$ cat config.mk
export PLATFORM = sky130hd
export DESIGN_NAME = sram_like_port
export DESIGN_NICKNAME = d
export VERILOG_FILES = /design/src/rtl/sram_like_pkg.sv /design/src/rtl/sram_like_port_wen_decode.sv /design/src/rtl/sram_like_port.sv
export SDC_FILE = /design/constraint.sdc
export NUM_CORES = 1
export LEC_CHECK = 0
export BUFFER_PORTS_ARGS = -buffer_cell sky130_fd_sc_hd__buf_2
export CAP_MARGIN = 15
export CELL_PAD_IN_SITES_DETAIL_PLACEMENT = 1
export CELL_PAD_IN_SITES_GLOBAL_PLACEMENT = 1
export CORE_MARGIN = 2
export CORE_UTILIZATION = 28
export CTS_CLUSTER_DIAMETER = 50
export DETAILED_ROUTE_END_ITERATION = 10
export GPL_TIMING_DRIVEN = 0
export PLACE_DENSITY = 0.73
export SLEW_MARGIN = 25
export SYNTH_ARGS = -nofsm -noshare
export SYNTH_HDL_FRONTEND = slang
export SYNTH_HIERARCHICAL = 1
export SYNTH_SLANG_ARGS = --single-unit
$ cat constraint.sdc
create_clock -name clk -period 1.6 [get_ports clk]
set_clock_uncertainty 0.1 [all_clocks]
set_input_delay 0.16 -clock clk [delete_from_list [all_inputs] [get_ports clk]]
set_output_delay 0.16 -clock clk [all_outputs]
set_load 0.01 [all_outputs]
$ cat src/rtl/sram_like_pkg.sv
// Shared definitions for the SRAM-like bus port: FSM state encoding and bus size codes.
package sram_like_pkg;

  localparam logic [1:0] ST_IDLE = 2'd0;
  localparam logic [1:0] ST_REQ  = 2'd1;
  localparam logic [1:0] ST_WAIT = 2'd2;
  localparam logic [1:0] ST_RESP = 2'd3;

  typedef enum logic [1:0] {
    S_IDLE = ST_IDLE,
    S_REQ  = ST_REQ,
    S_WAIT = ST_WAIT,
    S_RESP = ST_RESP
  } state_t;

  localparam logic [1:0] SIZE_B = 2'd0;
  localparam logic [1:0] SIZE_H = 2'd1;
  localparam logic [1:0] SIZE_W = 2'd2;

endpackage

$ cat src/rtl/sram_like_port_wen_decode.sv
// Maps CPU byte write enables plus the low address bits onto bus direction,
// transfer size and the aligned low address bits of the request.
module wen_decode
  import sram_like_pkg::*;
(
  input  logic [3:0] cpu_wen,
  input  logic [1:0] cpu_addr_lo,
  output logic       wr,
  output logic [1:0] size,
  output logic [1:0] addr_lo
);

  // Reads keep the CPU's low address bits; writes derive them from the lane mask.
  // Unsupported masks fall back to a full-word write.
  always_comb begin
    wr      = 1'b1;
    size    = SIZE_W;
    addr_lo = 2'b00;
    case (cpu_wen)
      4'b0000: begin
        wr      = 1'b0;
        size    = SIZE_W;
        addr_lo = cpu_addr_lo;
      end
      4'b1111: begin
        size    = SIZE_W;
        addr_lo = 2'b00;
      end
      4'b0011: begin
        size    = SIZE_H;
        addr_lo = 2'b00;
      end
      4'b1100: begin
        size    = SIZE_H;
        addr_lo = 2'b10;
      end
      4'b0001: begin
        size    = SIZE_B;
        addr_lo = 2'b00;
      end
      4'b0010: begin
        size    = SIZE_B;
        addr_lo = 2'b01;
      end
      4'b0100: begin
        size    = SIZE_B;
        addr_lo = 2'b10;
      end
      4'b1000: begin
        size    = SIZE_B;
        addr_lo = 2'b11;
      end
      default: begin
        wr      = 1'b1;
        size    = SIZE_W;
        addr_lo = 2'b00;
      end
    endcase
  end

endmodule

$ cat src/rtl/sram_like_port.sv
// Bridges a single-cycle SRAM-style datapath port onto a request/response
// SRAM-like bus, stalling the datapath until the access completes.
module sram_like_port
  import sram_like_pkg::*;
#(
  parameter int ADDR_W = 32,
  parameter int DATA_W = 32
) (
  input  logic              clk,
  input  logic              rst,
  input  logic              cpu_en,
  input  logic [3:0]        cpu_wen,
  input  logic [ADDR_W-1:0] cpu_addr,
  input  logic [DATA_W-1:0] cpu_wdata,
  output logic [DATA_W-1:0] cpu_rdata,
  output logic              cpu_stall,
  output logic              bus_req,
  output logic              bus_wr,
  output logic [1:0]        bus_size,
  output logic [ADDR_W-1:0] bus_addr,
  output logic [DATA_W-1:0] bus_wdata,
  input  logic              bus_addr_ok,
  input  logic              bus_data_ok,
  input  logic [DATA_W-1:0] bus_rdata
);

  state_t     state;
  logic       dec_wr;
  logic [1:0] dec_size;
  logic [1:0] dec_addr_lo;

  wen_decode u_wen_decode (
    .cpu_wen     (cpu_wen),
    .cpu_addr_lo (cpu_addr[1:0]),
    .wr          (dec_wr),
    .size        (dec_size),
    .addr_lo     (dec_addr_lo)
  );

  // Access sequencer: captures the request in IDLE, holds it on the bus until
  // accepted, waits for the response, then releases the datapath for one cycle.
  // Read data is captured only for reads and only when the response is legal.
  always_ff @(posedge clk) begin
    if (rst) begin
      state     <= S_IDLE;
      bus_wr    <= 1'b0;
      bus_size  <= SIZE_B;
      bus_addr  <= '0;
      bus_wdata <= '0;
      cpu_rdata <= '0;
    end else begin
      case (state)
        S_IDLE: begin
          if (cpu_en) begin
            state     <= S_REQ;
            bus_wr    <= dec_wr;
            bus_size  <= dec_size;
            bus_addr  <= {cpu_addr[ADDR_W-1:2], dec_addr_lo};
            bus_wdata <= cpu_wdata;
          end
        end
        S_REQ: begin
          if (bus_addr_ok) begin
            if (bus_data_ok) begin
              state <= S_RESP;
              if (!bus_wr) begin
                cpu_rdata <= bus_rdata;
              end
            end else begin
              state <= S_WAIT;
            end
          end
        end
        S_WAIT: begin
          if (bus_data_ok) begin
            state <= S_RESP;
            if (!bus_wr) begin
              cpu_rdata <= bus_rdata;
            end
          end
        end
        S_RESP: begin
          state <= S_IDLE;
        end
        default: begin
          state <= S_IDLE;
        end
      endcase
    end
  end

  // The request strobe depends on state alone so the handshake inputs never
  // loop back combinationally into it.
  always_comb begin
    bus_req = (state == S_REQ);
  end

  // The datapath is frozen from the moment it asks until the response cycle.
  always_comb begin
    cpu_stall = ((state == S_IDLE) && cpu_en) || (state == S_REQ) || (state == S_WAIT);
  end

endmodule

### Word-level counts from Yosys, hierarchy flattened

Cells that the tools add are included.
W data, S select, Z words.

| storage, ports and cells | value |
|---|---|
| register bits | 101 |
| input bits | 105 |
| output and inout bits | 101 |

| cells by class | value |
|---|---|
| eq/ne operators | 12 |
| mux-type cells | 12 |
| reduce and logical (&&, ||, !) cells | 12 |

Operators with widths:

| cell | count |
|---|---|
| $mux W32 | 3 |
| $pmux W32 S2 | 1 |
| $pmux W2 S4 | 2 |
| $eq A4 B2 Y1 const B | 2 |
| $eq A4 B4 Y1 const B | 2 |
| $mux W2 | 3 |
| $eq A2 B2 Y1 const B | 2 |
| $eq A4 B1 Y1 const B | 1 |
| $eq A4 B3 Y1 const B | 1 |
| $logic_not A4 Y1 | 1 |
| $ne A2 B2 Y1 const B | 2 |
| $pmux W2 S2 | 1 |
| $reduce_and A2 Y1 | 2 |
| $reduce_or A2 Y1 | 2 |
| $reduce_or A4 Y1 | 1 |
| $reduce_and A3 Y1 | 1 |
| $eq A2 B1 Y1 const B | 1 |
| $logic_not A2 Y1 | 1 |
| $logic_or A1 B1 Y1 | 2 |
| $mux W1 | 2 |
| $ne A2 B1 Y1 const B | 1 |
| $reduce_bool A2 Y1 | 1 |
| $logic_and A1 B1 Y1 | 1 |

### Longest topological paths before layout

| depth | value |
|---|---|
| depth in word-level cells | 4 |
| depth in mapped cells | 8 |
| depth with buffers taken out | 5 |

### Modules after synthesis

Netlist, hierarchy kept.

Modules (own cells, without submodules):

| module | times used | cells an instance | area an instance (sq um) | sequential area each (sq um) |
|---|---|---|---|---|
| sram_like_port | 1 | 463 | 3806.2 | 2021.9 |
| wen_decode | 1 | 9 | 65.1 | 0.0 |

### Worst setup path after synthesis

No wires, ideal clock.

| path | value |
|---|---|
| path type | reg2out |
| start | register state[0] |
| end | output cpu_stall |
| arrival | 1.377 ns |
| data required time | 1.340 ns |
| slack | -0.037 ns |
| cell stages (with the launch flop) | 7 |
| cell sequence | dfxtp_1 inv_1 ha_1 and2_1 buf_6 buf_6 or3_1 |

| between the ends | value |
|---|---|
| word-level cells in the longest chain between the ends | 4 |

Ends and longest elaborated chain:

| item | line | text |
|---|---|---|
| from (decl) | sram_like_port.sv:27 | `state_t state;` |
| from (signal assigned) | sram_like_port.sv:45 | `state <= S_IDLE;` |
| from (signal assigned) | sram_like_port.sv:55 | `state <= S_REQ;` |
| from (signal assigned) | sram_like_port.sv:65 | `state <= S_RESP;` |
| $logic_not A2 Y1 | sram_like_port.sv:100 | `cpu_stall = ((state == S_IDLE) && cpu_en) \|\| (state == S_REQ) \|\| (state == S_WAIT);` |
| $logic_and A1 B1 Y1 | sram_like_port.sv:100 |  |
| $logic_or A1 B1 Y1 | sram_like_port.sv:100 |  |
| $logic_or A1 B1 Y1 * | sram_like_port.sv:100 |  |
| to (decl) | sram_like_port.sv:16 | `output logic cpu_stall,` |

Every way passes the cells marked *; elsewhere a longest branch is shown, timed or not.

### Worst setup path after layout

| path | value |
|---|---|
| start | register state[1] |
| end | output cpu_stall |

The elaborated chain is that of the path after synthesis.

==> flow_summary.toml <==
[outcome]
status = "finished with violations"
violations = "setup timing"

[worst_setup_path]
r2r_cells = 8
r2r-end = "bus_wdata[13]"
crit_slowest_cell = "or3_4"
r2r_slack_ns = -0.05
crit_type = "flip-flop to output pin"
path_buf_inv = 2
crit_chain = "inv_4 > ha_4 > and2_4 > or3_4 > buf_6"
cp_data_arrival_time_ns = 1.56
cp_max_fo = 4
r2r-start = "state[1]"
start_kind = "flip-flop"
slowest_delay_ns = 0.38
worstPathRequired_ns = 1.34
critPathTopFamily = "simple AND/OR/NAND/NOR gates"
crit_path_end_kind = "output pin"

[cts]
cts.path.max_buffers = 2
cts_made_buffers = 9
cts_sinks = 101
cts_tree = "yes"
cts_max_level = 3
clkLatencyLatePin_ns = 0.34
root_buffer = "clkbuf_16"
clkTransAtPathRegs_ns = 0.06

[placement]
io_buffers = 204
place_congestion = 0.728
pre_cts_ws_ns = -0.246
dp_cells = 852
dpl_cell_area_um2 = 5120
hpwl_mm = 9.87

[power_and_ir_drop]
power_density_nw_per_um2 = 1470
power_leakage_nw = 2.98
power.total_mw = 9.83
vdd_drop_max_mv = 0.866

[timing]
setup_viol = 14
rsz0062_at_grt = "yes"
worst_pin_slew_ns = 0.626
finalMaxSlewViolations = 0
layout_setup_ws_ns = -0.218
period_share = 1.14
fmaxAchievable_mhz = 550
period_needed_ns = 1.82
relSlewSlack = 0.583
hold_viol = 0

[cells_and_area]
layout.cells.non_filler = 974
drive_gt1_frac = 0.376
fin_area_um2 = 6670
final_common_cell = "buf_2"
nNetsFinal = 903
final_cell_mix = "buf_2, nand2_1, dfxtp_1"
area_delta_synth_final_pct = 72.4
antenna_cells = 0

[synthesis]
syn_area_per_cell_um2 = 8.20
ys_types = 32
ys_ff_latch = 101
ys_warn_count = 6
ys_seq_area_frac = 0.522
netlist_area_um2 = 3870
syn-instance-count = 472
synth_nets = 582

[floorplan]
initial_core_util = 0.290
placementRows = 42
design.core.area_um2 = 13300
ioPinCount = 206
die_area_um2 = 14800
die_width_um = 122
die_y_um = 122

[route]
via_per_inst = 4.73
dr_total_vias = 4610
antenna_left = 0
wl_per_cell_um = 16.6
dr.pass1.iters = 4
wirelength_mm = 16.1
drt_iter0_drc = 184
drc_errors = 0

[flow_run]
maxCapViolCount = 0

[min_path]
hp-start = "cpu_wen[0]"
hold_end = "bus_addr[0]"
whs_path_depth = 4
worst_hold_path_type = "primary input to flip-flop"

[global_routing]
grt_overflow_total = 0
grt_usage = 0.207
use_met1 = 0.218
grtUsageMet3 = 0.0655
antenna_found_initial = 0
grt_pass1_vias = 4986
use_met2 = 0.396
grt-busiest-layer = "met2"
grt_max_degree = 17
grt_pass1_wl_mm = 24.2
==> cell type report <==
class | count | area [µm²]
Clock inverter | 5 | 85.1
Multi-Input combinational cell | 329 | 1710
Inverter | 2 | 12.5
Fill cell | 1632 | 6680
Buffer | 38 | 310
Sequential cell | 101 | 2020
Clock buffer | 11 | 233
Timing Repair Buffer | 312 | 2080
Tap cell | 176 | 220
==> how the worst max path moves through the flow <==
stage / start / endpoint / slack, ns / depth (start not counted)
6_report: state[1] / cpu_stall / -0.22 / 5
2_1_floorplan: state[0] / cpu_stall / 0.01 / 6
3_3_place_gp: state[1] / cpu_stall / -0.21 / 7
5_1_grt: state[1] / cpu_stall / -0.28 / 5
3_5_place_dp: state[1] / cpu_rdata[1] / -0.25 / 6
4_1_cts: state[1] / cpu_stall / -0.27 / 6
==> sequential cells by signal (all words and copies together), names as in the netlist <==
register	flops
bus_addr	32
bus_size	2
bus_wdata	32
bus_wr	1
cpu_rdata	32
state	2
==> metal layers <==
metal | vias up | part of all wire | wire [µm]
met3 | 33 | 0.059 | 949
met1 | 2192 | 0.38 | 6130
li1 | 2224 | - | -
met4 | 0 | 0.023 | 368
met2 | 161 | 0.54 | 8690
met5 | - | 0 | 0
==> repair_timing <==
action / 4_1_cts / 5_1_grt
endpoints found under the hold margin: 94 / 0
gates cloned: 0 / 2
setup endpoints to repair: 93 / 94
hold buffers: 94 / 0
setup buffers: 5 / 8
gates resized for setup: 39 / 74
pin swaps: 1 / 5
==> per-stage QoR <==
stage	hold slack [ns]	utilization	setup TNS, ns
3_5_place_dp	0.308	0.384	-11.72
5_1_grt	0.0491	0.500	-4.30
6_report	0.0444	0.500	-0.439
2_1_floorplan	0.196	-	0
3_3_place_gp	0.301	0.384	-5.59
4_1_cts	0.0300	0.486	-1.91
==> report_power, final <==
| part | internal (mW) | switching [mW] |
|---|---|---|
| clock | 1.38 | 0.961 |
| sequential | 3.02 | 0.289 |
| combinational | 1.88 | 2.29 |
| total | 6.28 | 3.54 |
==> synth_stat cells, drive strengths merged <==
| cell | instances | area share |
|---|---|---|
| and3b | 1 | 0.0023 |
| and2b | 1 | 0.0019 |
| nand4 | 1 | 0.0016 |
| o21ai | 32 | 0.041 |
| inv | 2 | 0.0019 |
| a2111oi | 1 | 0.0026 |
| a31o | 1 | 0.0023 |
| nand2b | 3 | 0.0048 |
| and2 | 1 | 0.0016 |
| nor2 | 2 | 0.0019 |
| a21oi | 100 | 0.14 |
| clkbuf | 18 | 0.018 |
| or3 | 1 | 0.0016 |
| nor3 | 2 | 0.0026 |
| nand2 | 136 | 0.13 |
| xnor2 | 1 | 0.0023 |
| dfxtp | 101 | 0.52 |
| o31ai | 1 | 0.0019 |
| a221oi | 1 | 0.0023 |
| buf | 22 | 0.041 |
| ha | 5 | 0.016 |
| a211oi | 1 | 0.0019 |
| and4bb | 1 | 0.0032 |
| o2111ai | 1 | 0.0023 |
| o31a | 1 | 0.0023 |
| nand3 | 32 | 0.041 |
| nor2b | 2 | 0.0032 |
| nand3b | 1 | 0.0019 |
==> worst register-to-register path: stages, from the launching register on <==
cell and delay [ns]:
dfxtp_2 0.36, inv_4 0.06, ha_4 0.16, buf_4 0.13, nand2_1 0.16, buf_6 0.18
buf_4 0.18, nand2_1 0.08, a21oi_1 0.17
==> cells by family (layout without fill, tap and decap cells) <==
logic type / after synthesis / count (layout) / synth area share
flip-flops: 101 / 101 / 0.522
AO/OA/AOI/OAI: 139 / 139 / 0.198
XOR/XNOR: 1 / 1 / 0.00226
AND/OR/NAND/NOR: 184 / 184 / 0.200
adder cells (fa/ha/maj): 5 / 5 / 0.0162
buffers and inverters: 42 / 368 / 0.0614
(Power assumes the default switching activity.)
